File: config.mk
export PLATFORM = sky130hd
export DESIGN_NAME = mem_access_stage
export DESIGN_NICKNAME = d
export VERILOG_FILES = /design/src/rtl/mem_access_stage.sv
export SDC_FILE = /design/constraint.sdc
export NUM_CORES = 1
export LEC_CHECK = 0
export CAP_MARGIN = 10
export CORE_ASPECT_RATIO = 0.8
export CORE_UTILIZATION = 45
export CTS_BUF_LIST = sky130_fd_sc_hd__clkbuf_16
export DETAILED_ROUTE_END_ITERATION = 8
export HOLD_SLACK_MARGIN = 0.12
export PLACE_DENSITY_LB_ADDON = 0.1
export SYNTH_ARGS = -nofsm -noshare
export SYNTH_HDL_FRONTEND = slang
export SYNTH_SLANG_ARGS = --single-unit
File: constraint.sdc
create_clock -name CLK -period 2.5 [get_ports CLK]
set_clock_uncertainty 0.15 [all_clocks]
set_input_delay 0.5 -clock CLK [delete_from_list [all_inputs] [get_ports CLK]]
set_output_delay 0.5 -clock CLK [all_outputs]
set_load 0.05 [all_outputs]
File: src/rtl/mem_access_stage.sv
// mem_access_stage: load/store stage with req/gnt/rvalid bus, stall and timeout abort
module mem_access_stage #(
    parameter int N        = 32,
    parameter int MAX_WAIT = 15
) (
    input  logic         CLK,
    input  logic         RST_N,
    input  logic         Valid_i,
    input  logic [N-1:0] RD2_i,
    input  logic [N-1:0] AluResult_i,
    input  logic         MemWE_i,
    input  logic         WBSelect_i,
    input  logic         RF_WE_i,
    input  logic [3:0]   A3_i,
    output logic         Stall_o,
    output logic         MemReq_o,
    output logic         MemWr_o,
    output logic [N-1:0] MemAddr_o,
    output logic [N-1:0] MemWData_o,
    input  logic         MemGnt_i,
    input  logic         MemRValid_i,
    input  logic [N-1:0] MemRData_i,
    output logic         Valid_o,
    output logic         RF_WE_o,
    output logic [3:0]   A3_o,
    output logic [N-1:0] AluResult_o,
    output logic [N-1:0] ReadData_o,
    output logic         WBSelect_o,
    output logic         Err_o
);
    typedef enum logic [1:0] {IDLE, REQ, WAIT} state_t;
    localparam int CW = $clog2(MAX_WAIT + 1);
    state_t state_q, state_d;
    logic [CW-1:0] cnt_q, cnt_d;
    logic [N-1:0] addr_q, addr_d, wdata_q, wdata_d, alu_q, alu_d, rdata_q, rdata_d;
    logic [3:0] ha3_q, ha3_d, a3_q, a3_d;
    logic wr_q, wr_d, hrf_q, hrf_d, valid_q, valid_d, rf_we_q, rf_we_d;
    logic wbsel_q, wbsel_d, err_q, err_d, timeout;
    assign timeout    = cnt_q == CW'(MAX_WAIT - 1);
    assign Stall_o    = state_q != IDLE;
    assign MemReq_o   = state_q == REQ;
    assign MemWr_o    = MemReq_o & wr_q;
    assign MemAddr_o  = MemReq_o ? addr_q : '0;
    assign MemWData_o = MemReq_o ? wdata_q : '0;
    assign Valid_o     = valid_q;
    assign RF_WE_o     = rf_we_q;
    assign A3_o        = a3_q;
    assign AluResult_o = alu_q;
    assign ReadData_o  = rdata_q;
    assign WBSelect_o  = wbsel_q;
    assign Err_o       = err_q;
    always_comb begin
        state_d = state_q;
        cnt_d   = cnt_q;
        addr_d  = addr_q;
        wdata_d = wdata_q;
        wr_d    = wr_q;
        hrf_d   = hrf_q;
        ha3_d   = ha3_q;
        valid_d = 1'b0;
        rf_we_d = 1'b0;
        a3_d    = a3_q;
        alu_d   = alu_q;
        rdata_d = rdata_q;
        wbsel_d = wbsel_q;
        err_d   = err_q;
        case (state_q)
            IDLE: if (Valid_i) begin
                if (MemWE_i | WBSelect_i) begin
                    state_d = REQ;
                    cnt_d   = '0;
                    addr_d  = AluResult_i;
                    wdata_d = RD2_i;
                    wr_d    = MemWE_i;
                    hrf_d   = RF_WE_i & ~MemWE_i;
                    ha3_d   = A3_i;
                end else begin
                    valid_d = 1'b1;
                    rf_we_d = RF_WE_i;
                    a3_d    = A3_i;
                    alu_d   = AluResult_i;
                    rdata_d = '0;
                    wbsel_d = 1'b0;
                end
            end
            REQ: if (MemGnt_i) begin
                if (wr_q) begin
                    state_d = IDLE;
                    valid_d = 1'b1;
                    a3_d    = ha3_q;
                    alu_d   = addr_q;
                    rdata_d = '0;
                    wbsel_d = 1'b0;
                end else begin
                    state_d = WAIT;
                    cnt_d   = '0;
                end
            end else if (timeout) begin
                state_d = IDLE;
                valid_d = 1'b1;
                err_d   = 1'b1;
                a3_d    = ha3_q;
                alu_d   = addr_q;
                wbsel_d = 1'b0;
            end else begin
                cnt_d = cnt_q + CW'(1);
            end
            WAIT: if (MemRValid_i) begin
                state_d = IDLE;
                valid_d = 1'b1;
                rf_we_d = hrf_q;
                a3_d    = ha3_q;
                alu_d   = addr_q;
                rdata_d = MemRData_i;
                wbsel_d = 1'b1;
            end else if (timeout) begin
                state_d = IDLE;
                valid_d = 1'b1;
                err_d   = 1'b1;
                a3_d    = ha3_q;
                alu_d   = addr_q;
                wbsel_d = 1'b0;
            end else begin
                cnt_d = cnt_q + CW'(1);
            end
            default: state_d = IDLE;
        endcase
    end
    always_ff @(posedge CLK) begin
        if (!RST_N) begin
            state_q <= IDLE;
            cnt_q   <= '0;
            addr_q  <= '0;
            wdata_q <= '0;
            wr_q    <= 1'b0;
            hrf_q   <= 1'b0;
            ha3_q   <= '0;
            valid_q <= 1'b0;
            rf_we_q <= 1'b0;
            a3_q    <= '0;
            alu_q   <= '0;
            rdata_q <= '0;
            wbsel_q <= 1'b0;
            err_q   <= 1'b0;
        end else begin
            state_q <= state_d;
            cnt_q   <= cnt_d;
            addr_q  <= addr_d;
            wdata_q <= wdata_d;
            wr_q    <= wr_d;
            hrf_q   <= hrf_d;
            ha3_q   <= ha3_d;
            valid_q <= valid_d;
            rf_we_q <= rf_we_d;
            a3_q    <= a3_d;
            alu_q   <= alu_d;
            rdata_q <= rdata_d;
            wbsel_q <= wbsel_d;
            err_q   <= err_d;
        end
    end
endmodule
==> results.md, run 1 <==
* Site Rows at 41
* TritonCTS clock tree: yes
* Mapped Area at 7284 µm²
* Final Hold Viols at 0
* Tot Pwr at 6.531 mW
* Status: complete, no violations
* Drt drc at 0
* Nets@finish at 1,271
* Finished Core Util at 71.95%
* Leakage at 4.233 nW
* Vias in the first global route at 6,890
* RSZ-0062 raised after global routing: false
* Global route total overflow at 0
* Commonest non-fill, non-tap cell in the layout: clkdlybuf4s50_1
* Die H at 115.8 µm
* Inserted Clock Buffers at 17
* Worst EP required at 1.85 ns
* Number of distinct library cells after synthesis at 43
* Die W at 144.3 µm
* GRT Total Usage at 27.45%
* Fin area at 11,370 µm²
* Antenna cells at 0
* Largest net degree at the start of global routing at 69
* P per Cell Area at 574.5 nW/µm²
* Mapped Avg Cell Area at 7.700 µm²
* Post-synth EDFFs at 0
* CP max-delay cell: dfxtp_1
* Core Area at 15,800 µm²
* Top achievable clock speed at 419.6 MHz
* Worst setup SP type: flop
* Slowest stage delay, CP at 0.34 ns
* Worst Tran Pin Value at 0.5663 ns
* CP Class: flop to primary output
* Max Cap Viol at 0
* Critical path arrival at 1.73 ns
* Global-route wire length before repair at 35,950 µm
* Antenna violations before repair at 0
* CTS clk-pin slew, worst paths at 0.06 ns
* Worst hold slack at 0.2972 ns
* Setup-failing EPs final at 0
* Hold Crit Class: flop to flop
* Reg2Reg Setup Slack at 0.23 ns
* Via density at 5.572
* Synth Warn # at 0
* Slew Limit Headroom at 62.13%
* Clk_lat worst skew at 0.42 ns
* Hold Buf Count CTS at 0
* Pins Over Slew Limit at 0
* Starting DRT DRC Count at 597
* Tcrit/Tclk final at 95.33%
* Reg-to-Reg Start: state_q[1]
* Drt total wl at 23,260 µm
* Clock Path Buffers at 2
* Dpl cell area at 10,820 µm²
* Ys async rst share at 0%
* RR Endpoint: A3_o[1]
* Gate Count Post-Synth at 946
* Hpwl dp at 15,250 µm
* Clock sink count at 148
* Wirelength per Cell at 16.80 µm
* Synth Register Bits at 148
* Ys flop type: dfxtp_1
* Period minus WS final at 2.383 ns
* Post-synthesis sequential area ratio at 40.67%
* I/O Buffers at 246
* R2R cell count at 8
* H-tree depth at 4
* Gpl congestion at 0.7882
* Detailed Routing Iterations Pass 1 at 5
* Clock root buffer: clkbuf_16
* Initial Util at 46.10%
* Setup crit end kind: primary output
* Max IR drop VDD at 0.5668 mV
* I/O pin cnt at 247
* Syn nets at 1,060
* Vias at 7,711
* CP Launch Point: state_q[1]
* Crit path cell chain: inv_1 > ha_2 > buf_4 > and2_1 > buf_12
* Layout cell share with drive strength beyond 1 at 12.57%
* Crit path to: MemWData_o[31]
* Full die area at 16,700 µm²
* Post-route ant nets at 0
* P&R area growth vs syn at 56.06%
* Crit path max fanout at 16
* Most frequent cells in the layout: clkdlybuf4s50_1, nand2_1, dfxtp_1
timing repair:
item | CTS | global route
endpoints found under the setup margin | 0 | 36
resized for setup | 0 | 1
setup buffers | 0 | 0
per-stage QoR:
step	cells	setup slack (ns)	setup TNS (ns)
floorplan	946	0.1302	0
global placement	1353	0.08820	0
detailed placement	1353	-0.02729	-0.02729
CTS	1384	0.03560	0
global route	1384	0.04135	0
finish	1384	0.1167	0
power breakdown:
part / switching, mW / leakage, nW / total (mW) / internal, mW
combinational: 0.916 / 2.74 / 1.54 / 0.624
clock: 0.975 / 0.283 / 2.41 / 1.44
sequential: 0.0880 / 1.21 / 2.58 / 2.49
total: 1.98 / 4.23 / 6.53 / 4.55
Yosys cell counts (34+ instances only):
cell | instances | area (µm²)
dfxtp_1 | 148 | 2963
nor4b_1 | 35 | 306.5
nand4_1 | 34 | 212.7
nand3_1 | 43 | 215.2
a21oi_1 | 107 | 535.5
nand2_1 | 178 | 668.1
nor3_1 | 37 | 185.2
a211o_1 | 36 | 315.3
and2_1 | 67 | 419.2
o21ai_0 | 36 | 180.2
o221ai_1 | 36 | 315.3
inv_1 | 41 | 153.9
clkbuf_1 | 61 | 229.0
layout make-up:
type,count,area [µm²]
tap,215,269.0
multi-input combinational,661,3781
clock buffer,17,425.4
timing repair buffer,287,3645
clock inverter,14,122.6
sequential,148,2963
inverter,42,162.7
fill,1269,4432
how the worst min path moves through the flow:
stage | to | startpoint | cells after the start
3_3_place_gp | wdata_q[0] | wdata_q[0] | 2
3_5_place_dp | wdata_q[24] | wdata_q[24] | 2
6_report | wdata_q[10] | wdata_q[10] | 2
2_1_floorplan | wdata_q[0] | wdata_q[0] | 2
5_1_grt | wdata_q[19] | wdata_q[19] | 2
4_1_cts | wdata_q[28] | wdata_q[28] | 2
routing by layer:
layer | routed length (µm) | track usage, % | part of all wire, %
met1 | 10240 | 37.06 | 44
met2 | 10930 | 44.22 | 47
met3 | 1855 | 5.992 | 8.0
met4 | 224 | 7.719 | 0.96
met5 | 0 | 0 | 0
logic make-up after synthesis:
family / count (synthesis) / synth area share, %
AOI/OAI and AO/OA: 232 / 20.37
adders and majority gates: 6 / 1.031
buffers and inverters: 137 / 7.867
DFF: 148 / 40.67
and+or+nand+nor: 423 / 30.06
critical path: cells and delay by family (launching register included):
| family | cells | cell delay [ns] |
|---|---|---|
| and+or+nand+nor | 1 | 0.26 |
| buffers and inverters | 3 | 0.48 |
| DFF | 1 | 0.34 |
| adders and majority gates | 1 | 0.22 |
registers in the layout, summed over array words and instances, names as in the netlist, 2 cells and up:
signal,flops
A3_o,4
AluResult_o,32
ReadData_o,32
addr_q,32
cnt_q,4
ha3_q,4
state_q,2
wdata_q,32
No activity file was read; power rests on OpenSTA's default activity.
==> run 2: changes to the inputs <==
--- a/config.mk
+++ b/config.mk
@@ -7,11 +7,12 @@
 export LEC_CHECK = 0
 export CAP_MARGIN = 10
 export CORE_ASPECT_RATIO = 0.8
-export CORE_UTILIZATION = 45
+export CORE_MARGIN = 4
+export CORE_UTILIZATION = 42
 export CTS_BUF_LIST = sky130_fd_sc_hd__clkbuf_16
 export DETAILED_ROUTE_END_ITERATION = 8
 export HOLD_SLACK_MARGIN = 0.12
-export PLACE_DENSITY_LB_ADDON = 0.1
+export PLACE_DENSITY = 0.78
 export SYNTH_ARGS = -nofsm -noshare
 export SYNTH_HDL_FRONTEND = slang
 export SYNTH_SLANG_ARGS = --single-unit
==> constraint.sdc (replaced) <==
create_clock -name CLK -period 1.9 [get_ports CLK]
set_clock_uncertainty 0.15 [all_clocks]
set_input_delay 0.38 -clock CLK [delete_from_list [all_inputs] [get_ports CLK]]
set_output_delay 0.38 -clock CLK [all_outputs]
set_load 0.05 [all_outputs]
==> results.md, run 2 (synthesis gave the netlist of run 1 again) <==
* Status: finished with violations
* Violated checks: setup timing
* Hold Crit Class: flop to flop
* Worst Tran Pin Value at 0.4993 ns (-0.06708 ns)
* Wirelength per Cell at 22.01 µm (+31%)
* RR Endpoint: A3_o[0]
* Non-filler cells, final at 1,479 (+6.9%)
* Die W at 155.2 µm (+7.6%)
* Worst path most repeated cell: buf_12
* Pint at 6.572 mW (+44%)
* Starting DRT DRC Count at 986 (+65%)
* Nets@finish at 1,359 (+6.9%)
* Top achievable clock speed at 449.7 MHz
* Worst setup SP type: flop
* TritonCTS clock tree: yes
* Vias in the first global route at 8,148 (+18%)
* Tcrit/Tclk final at 117.0%
* Gpl congestion at 0.8394 (+6.5%)
* Worst EP required at 2.13 ns (+0.28 ns)
* Met2 usage at 44.01% (-0.21 points)
* R2R cell count at 11 (+3)
* Setup-failing EPs final at 151 (+151)
* Core Area at 16,760 µm² (+6.1%)
* Site Rows at 42 (+2.4%)
* Slowest stage delay, CP at 0.33 ns (about the same)
* Clock root buffer: clkbuf_16
* Largest net degree at the start of global routing at 39 (-43%)
* P per Cell Area at 725.1 nW/µm² (+26%)
* Via density at 6.011 (+7.9%)
* Hold EP: wdata_q[16]
* Crit path cell chain: inv_2 > ha_4 > buf_12 > buf_6 > nand3b_1 > o21a_4 > buf_12 > buf_12 > buf_16 > nor3_1 > a211o_1
* Reg2Reg Setup Slack at -0.32 ns (-0.55 ns)
* Tot Pwr at 9.790 mW (+50%)
* Antenna violations before repair at 1 (+1)
* Area of the multi-input gates at 4494 µm² (+19%)
* P&R area growth vs syn at 85.33%
* Pre-CTS setup slack at -0.4632 ns (-0.4359 ns)
* Dpl cell area at 11,090 µm² (+2.5%)
* Logic gate share of total power at 31.8% (+8.2 points)
* Clk_lat worst skew at 0.43 ns (about the same)
* Vias at 8,891 (+15%)
* Filler cell count at 966 (-24%)
* Layout cell share with drive strength beyond 1 at 36.25% (+24 points)
* Seq pwr share at 34.9% (-4.6 points)
* Max IR drop VDD at 0.6896 mV (+22%)
* Sw frac at 32.86% (+2.6 points)
* GRT Total Usage at 27.93% (+0.48 points)
* Post-route worst setup slack at -0.3236 ns (-0.4403 ns)
* Post-route ant nets at 0 (unchanged)
* Global route total overflow at 0 (unchanged)
* CP Class: flop to flop
* Setup crit end kind: flop
* Clock sink count at 148 (unchanged)
* Hpwl dp at 17,670 µm (+16%)
* Drt total wl at 32,560 µm (+40%)
* Cell total after placement at 1,386 (+2.4%)
* CP max-delay cell: dfxtp_2
* Detailed Routing Iterations Pass 1 at 9 (+4)
* Global-route wire length before repair at 44,020 µm (+22%)
* Die H at 125.8 µm (+8.6%)
* Busiest grt layer: met2
* GR Util met3 at 8.436% (+2.4 points)
* Period minus WS final at 2.224 ns
* Pins Over Slew Limit at 0 (unchanged)
* Inserted Clock Buffers at 17 (unchanged)
* Hold depth at 2 (unchanged)
* Initial Util at 43.45% (-2.6 points)
* Sum Neg Setup Slack at -30.18 ns (-30.18 ns)
* CTS clk-pin slew, worst paths at 0.07 ns (about the same)
* Most frequent cells in the layout: nand2_1, dfxtp_1, buf_4
* Critical path arrival at 2.45 ns (+0.72 ns)
* Max Cap Viol at 0 (unchanged)
* Clock power share at 33.3% (-3.7 points)
* I/O Buffers at 246 (unchanged)
* Leakage at 5.390 nW (+27%)
* Min-delay src: wdata_q[16]
* RSZ-0062 raised after global routing: true
* H-tree depth at 4 (unchanged)
* Met1 Use GR at 36.64% (-0.42 points)
* Finished Core Util at 80.53% (+8.6 points)
* Clock Path Buffers at 2 (unchanged)
* Reg-to-Reg Start: state_q[1]
* Crit path max fanout at 6 (-10)
* I/O pin cnt at 247 (unchanged)
* Commonest non-fill, non-tap cell in the layout: nand2_1
* Final Hold Viols at 0 (unchanged)
* Drt drc at 0 (unchanged)
* Worst hold slack at 0.3030 ns (+0.005778 ns)
* Sw Pwr at 3.217 mW (+63%)
* Fin area at 13,500 µm² (+19%)
* CP Launch Point: state_q[1]
* Slew Limit Headroom at 66.36% (+4.2 points)
* Full die area at 19,530 µm² (+17%)
* Register area at 2968 µm² (+0.17%)
-- run 2: cell types whose count changed in the layout (fill, tap and decap cells not counted), moves of 9 or more --
cell / delta
buf_4: +88
clkdlybuf4s50_1: -73
and2_1: -65
and2_4: +65
nor4b_1: -28
a21oi_1: -22
a21oi_2: +22
buf_12: +20
buf_6: +20
clkbuf_16: +16
buf_16: +15
nor4b_2: +15
nor4b_4: +13
o21ai_0: -9
-- run 2: final cells by class --
type / instances / share of cell area, %
diodes: 1 / 0.01854
clock buffers: 17 / 3.151
clock inverters: 15 / 0.9731
inverters: 42 / 1.205
multi-input cells: 661 / 33.29
flip-flops and latches: 148 / 21.98
well taps: 220 / 2.039
repair buffers: 375 / 37.34
-- run 2: metal layers --
metal	up-vias	routed length (µm)
met2	646	14780
met5	-	0
met3	117	3875
met1	4180	12660
li1	3948	-
met4	0	1253
-- run 2: repair_timing --
| item | in CTS | in global routing |
|---|---|---|
| pin swaps | 48 | 67 |
| resized for setup | 103 | 96 |
| gates cloned | 16 | 20 |
| hold buffers | 0 | 0 |
| buffers inserted | 17 | 8 |
| endpoints found under the setup margin | 142 | 169 |
-- run 2: critical path: cells and delay by family, from the launching register on --
| family | cells | cell delay [ns] |
|---|---|---|
| AOI/OAI and AO/OA | 2 | 0.34 |
| adders and majority gates | 1 | 0.17 |
| buffers and inverters | 6 | 0.77 |
| DFF | 1 | 0.33 |
| and+or+nand+nor | 2 | 0.42 |
-- run 2: how the worst max path moves through the flow --
stage | end | slack, ns | depth (start not counted)
after CTS | MemWData_o[19] | -0.26 | 6
after global placement | AluResult_o[23] | -0.41 | 6
after floorplan | AluResult_o[14] | -0.07 | 9
final | A3_o[0] | -0.32 | 11
after detailed placement | AluResult_o[26] | -0.46 | 6
after global routing | AluResult_o[31] | -0.33 | 11
-- run 2: power groups by stage --
| stage | logic, mW | registers, mW | clock network, mW |
|---|---|---|---|
| 2_1_floorplan | 0.910 | 3.68 | 0 |
| 3_3_place_gp | 2.09 | 3.46 | 0 |
| 3_5_place_dp | 2.12 | 3.47 | 0 |
| 4_1_cts | 2.58 | 3.40 | 3.25 |
| 5_1_grt | 3.22 | 3.43 | 3.42 |
| 6_report | 3.12 | 3.42 | 3.26 |
